<file path="src/rtl/traffic_pkg.sv">
// Shared definitions for the traffic_light controller and its phase timer:
// light encodings, the decoded phase and the timer FSM states.
package traffic_pkg;

    localparam logic [2:0] LIGHT_RED    = 3'b100;
    localparam logic [2:0] LIGHT_YELLOW = 3'b010;
    localparam logic [2:0] LIGHT_GREEN  = 3'b001;

    typedef enum logic [1:0] {
        ALLRED  = 2'd0,
        GREEN   = 2'd1,
        YELLOW  = 2'd2,
        INVALID = 2'd3
    } phase_e;

    typedef enum logic [1:0] {
        IDLE  = 2'd0,
        COUNT = 2'd1,
        WAIT  = 2'd2,
        FAULT = 2'd3
    } tmr_state_e;

endpackage

</file>
<file path="src/rtl/traffic_phase_decode.sv">
// Combinational decoder from the north-south / east-west light pair to the
// intersection phase. Any combination other than the three legal ones
// (both red, one green + one red, one yellow + one red) decodes to INVALID.
module traffic_phase_decode
    import traffic_pkg::*;
(
    input  logic [2:0] ns_light,
    input  logic [2:0] ew_light,
    output logic [1:0] phase
);

    // Classify the light pair; INVALID unless a legal pattern matches.
    always_comb begin
        phase = INVALID;
        if (ns_light == LIGHT_RED && ew_light == LIGHT_RED) begin
            phase = ALLRED;
        end else if ((ns_light == LIGHT_GREEN && ew_light == LIGHT_RED) ||
                     (ns_light == LIGHT_RED && ew_light == LIGHT_GREEN)) begin
            phase = GREEN;
        end else if ((ns_light == LIGHT_YELLOW && ew_light == LIGHT_RED) ||
                     (ns_light == LIGHT_RED && ew_light == LIGHT_YELLOW)) begin
            phase = YELLOW;
        end
    end

endmodule

</file>
<file path="src/rtl/traffic_phase_timer.sv">
// Phase timer for the traffic_light controller. Watches the light outputs,
// times the current phase and returns a one-cycle timer_done pulse when the
// phase has lasted its programmed number of clocks. An illegal light pattern
// while running latches fault until reset.
// Optional: define TRAFFIC_TIMER_EXTEND_EN to add the car_waiting input and a
// single EXT_CYCLES green extension when no cross-street car is waiting.
module traffic_phase_timer
    import traffic_pkg::*;
#(
    parameter int GREEN_CYCLES  = 8,
    parameter int YELLOW_CYCLES = 3,
    parameter int ALLRED_CYCLES = 2,
    parameter int EXT_CYCLES    = 4,
    parameter int CNT_W         = 8
) (
    input  logic       clk,
    input  logic       rst,
    input  logic [2:0] ns_light,
    input  logic [2:0] ew_light,
    output logic       timer_done,
    output logic [1:0] phase,
    output logic       fault
`ifdef TRAFFIC_TIMER_EXTEND_EN
    ,
    input  logic       car_waiting
`endif
);

    tmr_state_e       state, state_nxt;
    logic [CNT_W-1:0] cnt, cnt_nxt;
    logic [2:0]       last_ns, last_ew;
    logic             done_nxt;
    logic             changed;
    logic [1:0]       phase_raw;
    phase_e           ph;

`ifdef TRAFFIC_TIMER_EXTEND_EN
    localparam logic [CNT_W-1:0] EXT_RELOAD = CNT_W'(EXT_CYCLES - 1);
    logic ext_used, ext_nxt;
`else
    localparam int ext_cycles_unused = EXT_CYCLES;
`endif

    // Counter preload for a phase: the pulse lands D edges after sampling.
    function automatic logic [CNT_W-1:0] reload_of(input phase_e p);
        case (p)
            GREEN:   return CNT_W'(GREEN_CYCLES - 1);
            YELLOW:  return CNT_W'(YELLOW_CYCLES - 1);
            ALLRED:  return CNT_W'(ALLRED_CYCLES - 1);
            default: return '0;
        endcase
    endfunction

    traffic_phase_decode u_decode (
        .ns_light (ns_light),
        .ew_light (ew_light),
        .phase    (phase_raw)
    );

    assign ph      = phase_e'(phase_raw);
    assign phase   = phase_raw;
    assign fault   = (state == FAULT);
    assign changed = ({ns_light, ew_light} != {last_ns, last_ew});

    // State, counter, pulse and last-seen lights; last_* freeze once faulted.
    always_ff @(posedge clk) begin
        if (rst) begin
            state      <= IDLE;
            cnt        <= '0;
            timer_done <= 1'b0;
            last_ns    <= 3'b000;
            last_ew    <= 3'b000;
`ifdef TRAFFIC_TIMER_EXTEND_EN
            ext_used   <= 1'b0;
`endif
        end else begin
            state      <= state_nxt;
            cnt        <= cnt_nxt;
            timer_done <= done_nxt;
            if (state != FAULT) begin
                last_ns <= ns_light;
                last_ew <= ew_light;
            end
`ifdef TRAFFIC_TIMER_EXTEND_EN
            ext_used   <= ext_nxt;
`endif
        end
    end

    // Next-state logic: a legal change always restarts the count, so a change
    // arriving with cnt==0 reloads instead of pulsing.
    always_comb begin
        state_nxt = state;
        cnt_nxt   = cnt;
        done_nxt  = 1'b0;
`ifdef TRAFFIC_TIMER_EXTEND_EN
        ext_nxt   = ext_used;
`endif
        case (state)
            IDLE: begin
                if (ph != INVALID) begin
                    cnt_nxt   = reload_of(ph);
                    state_nxt = COUNT;
`ifdef TRAFFIC_TIMER_EXTEND_EN
                    ext_nxt   = 1'b0;
`endif
                end
            end
            COUNT: begin
                if (ph == INVALID) begin
                    state_nxt = FAULT;
                end else if (changed) begin
                    cnt_nxt = reload_of(ph);
`ifdef TRAFFIC_TIMER_EXTEND_EN
                    ext_nxt = 1'b0;
`endif
                end else if (cnt == '0) begin
`ifdef TRAFFIC_TIMER_EXTEND_EN
                    if (ph == GREEN && !ext_used && !car_waiting) begin
                        cnt_nxt = EXT_RELOAD;
                        ext_nxt = 1'b1;
                    end else begin
                        done_nxt  = 1'b1;
                        state_nxt = WAIT;
                    end
`else
                    done_nxt  = 1'b1;
                    state_nxt = WAIT;
`endif
                end else begin
                    cnt_nxt = cnt - CNT_W'(1);
                end
            end
            WAIT: begin
                if (ph == INVALID) begin
                    state_nxt = FAULT;
                end else if (changed) begin
                    cnt_nxt   = reload_of(ph);
                    state_nxt = COUNT;
`ifdef TRAFFIC_TIMER_EXTEND_EN
                    ext_nxt   = 1'b0;
`endif
                end
            end
            default: begin
                state_nxt = FAULT;
            end
        endcase
    end

endmodule
</file>
<file path="config.mk">
export PLATFORM = sky130hd
export DESIGN_NAME = traffic_phase_timer
export DESIGN_NICKNAME = d
export VERILOG_FILES = /design/src/rtl/traffic_pkg.sv /design/src/rtl/traffic_phase_decode.sv /design/src/rtl/traffic_phase_timer.sv
export SDC_FILE = /design/constraint.sdc
export NUM_CORES = 1
export LEC_CHECK = 0
export CORE_UTILIZATION = 30
export CTS_CLUSTER_DIAMETER = 120
export DETAILED_ROUTE_END_ITERATION = 10
export PLACE_DENSITY = 0.45
export SYNTH_ARGS = -nofsm -noshare
export SYNTH_HDL_FRONTEND = slang
export SYNTH_SLANG_ARGS = --single-unit
</file>
<file path="constraint.sdc">
create_clock -name clk -period 4.1 [get_ports clk]
set_input_delay 0.615 -clock clk [delete_from_list [all_inputs] [get_ports clk]]
set_output_delay 0.615 -clock clk [all_outputs]
set_load 0.1 [all_outputs]
</file>
==> reports/metrics.yaml <==
cts_sinks: 17
min_period_ps: 3140
cts_resized: 0
grt_util_all_layers_pct: 14.6
drive_gt1_share_pct: 10.0
critical_path_required_ps: 3480
cts_buffers: 3
busiest_layer: "met2"
start_kind: "flop"
grt_max_degree: 20
status: "completed"
skew_ps: 1.13
peakVddDrop_uv: 97.3
antenna_found_initial: 0
grt_pass1_vias: 1048
synthFlopType: "dfxtp_1"
start_util_pct: 31.6
timing.rr.start: "last_ns[1]"
r2r_cells: 5
cp_slowest_cell: "clkdlybuf4s50_1"
critPathMaxStageDelay_ps: 1180
dp.cells: 194
holdWs_ps: 476
max_slew_margin_pct: 35.6
die_w_um: 64.5
yosys_warnings: 0
die-area_um2: 4170
cts.htree.levels: 1
initialDrtViolationCount: 46
viasPerCell: 5.53
synth_area_um2: 1170
stdcell_count: 198
crit_path_end_kind: "output pin"
cts-root-buf: "clkbuf_8"
crit_arrival_ps: 2520
synth_nets: 153
synthToLayoutAreaGrowth_pct: 15.4
finalHoldViolCount: 0
tns_ps: 0
max_freq_mhz: 319
core_um2: 3720
cap_violations: 0
swShare_pct: 30.6
synthSimpleGateAreaFrac_pct: 29.4
antenna_left: 0
hp-start: "last_ns[1]"
met2_usage_pct: 22.9
vias: 1095
grt_use_met3_pct: 2.99
path_clk_slew_ps: 70
rsz0062_at_grt: "no"
maxSlewViolCount: 0
clock_power_share_pct: 33.2
ys_seq_area_share_pct: 29.0
worstReg2RegEnd: "cnt[2]"
finalSetupViolCount: 0
netSwitchingPower_mw: 0.120
cp_max_fo: 10
cp_num_buf_inv: 2
synth_fa_ha_area_share_pct: 5.33
p_seq_share_pct: 46.6
fillers: 381
grt_pass1_wl_um: 4750
synth.top_cells.by_area: "dfxtp_1 29%, nand2_1 6.7%, a21oi_1 6.4%, ha_1 5.3%, xnor2_2 4.2%"
cp_cell_sequence: "nand2_1, inv_1, clkdlybuf4s50_1"
hp-class: "reg -> reg"
synth.area.mux_share_pct: 0.853
pwr-share-comb_pct: 20.1
cts_setup_buffers: 0
reg2reg_slack_ps: 2110
cts_buffer_depth: 2
die_h_um: 64.5
synth_enable_flop_cells: 0
min_period_over_period_pct: 76.5
dp_hpwl_um: 2140
syn_inst: 140
setup.worst_path.class: "reg -> out"
synth_top_family_by_area: "simple AND/OR/NAND/NOR gates"
grt-ovfl-total: 0
drc_errors: 0
synth_xor_area_share_pct: 9.49
synth.distinct_cells: 41
leakagePower_nw: 0.460
cts_tree: "built"
cts_hold_buffers: 0
place_congestion: 0.830
avgSynthCellArea_um2: 8.38
synthArstFlopShare_pct: 0
hold_end: "last_ns[1]"
synth_seq_cells: 17
wl_per_cell_um: 14.4
synth.most_common_cell: "nand2_1"
worst_hold_path.num_cells: 2
worstMarginPinSlew_ps: 962
crit_family: "buffers and inverters"
io_pins: 12
port_buffers: 11
nets: 164
yosys.area.top_type: "dfxtp_1"
diodes: 0
p_per_area_nw_per_um2: 289
grt_util_met1_pct: 19.0
intPower_mw: 0.272
clk_latency_ps: 250
ys_top_cells_by_count: "21 x nand2_1, 17 x dfxtp_1, 15 x a21oi_1, 8 x inv_1, 6 x nor2_1"
netlist.area_leader.share_pct: 29.0
drt_wl_total_um: 2860
num_rows: 22
synth-compound-area-share_pct: 20.8
dr.pass1.iters: 4
-- state kept, by name (all words and copies together), names as in the netlist --
signal,flops
cnt,8
last_ew,3
last_ns,3
state,2
timer_done,1
-- worst reg2reg max path, cell delays in order, from the launching register on --
cell and delay [ps]:
dfxtp_1 320, xnor2_1 210, nand3_1 280, nor3_2 660, mux2i_1 180, o32ai_1 240
-- layout make-up --
| class | instances | area, um2 | share of cell area (%) |
|---|---|---|---|
| multi-input combinational | 110 | 773 | 57.1 |
| sequential | 17 | 340 | 25.1 |
| timing repair buffer | 11 | 105 | 7.76 |
| tap | 48 | 60.1 | 4.44 |
| clock buffer | 4 | 45.0 | 3.33 |
| inverter | 8 | 30.0 | 2.22 |
-- stage by stage --
| stage | instance area [um2] | utilization (%) | setup slack, ps | power [mW] |
|---|---|---|---|---|
| CTS | 1350 | 36.4 | 976 | 0.396 |
| detailed placement | 1310 | 35.2 | 726 | 0.265 |
| floorplan | 1170 | - | 475 | 0.243 |
| finish | 1350 | 36.4 | 963 | 0.392 |
| global placement | 1310 | 35.2 | 844 | 0.265 |
| global route | 1350 | 36.4 | 693 | 0.413 |
-- cells by family (layout without fill, tap and decap cells) --
family	count (synthesis)	after routing
adders and majority gates	5	5
AOI/OAI and AO/OA	38	38
buffers and inverters	13	23
muxes	1	1
DFF	17	17
xor gates and xnor gates	8	8
and+or+nand+nor	58	58
-- power groups by stage --
stage / logic (mW) / registers (mW) / clock network [mW]
final: 0.0788 / 0.183 / 0.130
after global routing: 0.0859 / 0.184 / 0.143
after CTS: 0.0792 / 0.183 / 0.135
after detailed placement: 0.0788 / 0.187 / 0
after global placement: 0.0787 / 0.186 / 0
after floorplan: 0.0614 / 0.181 / 0
-- layer usage --
metal	vias to the layer above	part of all wire (%)
met5	-	0
met4	0	1.0
met3	4	6.0
met2	42	47
met1	515	46
li1	534	-
-- cells in the final DEF, fill, tap and decap left out, types with 3 or more instances in the layout --
cell type / instances
nor2_1: 6
inv_1: 8
o31ai_1: 3
a21oi_1: 15
clkbuf_8: 3
nand2_1: 21
a211oi_1: 5
dfxtp_1: 17
o21ai_0: 4
xnor2_2: 3
ha_1: 5
clkdlybuf4s50_1: 9
nand4_1: 4
nor3_1: 4
nand2b_1: 3
nand4b_1: 3
-- worst max path at each step --
stage                startpoint  endpoint  slack (ps)  cells after the start
finish                 state[1]     fault         960                      3
global route        ns_light[2]    cnt[2]         690                     10
CTS                    state[1]     fault         980                      3
detailed placement  ns_light[2]    cnt[2]         730                     10
global placement    ns_light[2]    cnt[2]         840                     10
floorplan           ns_light[2]  state[0]         470                     10
Power figures use the tool's default switching activity.
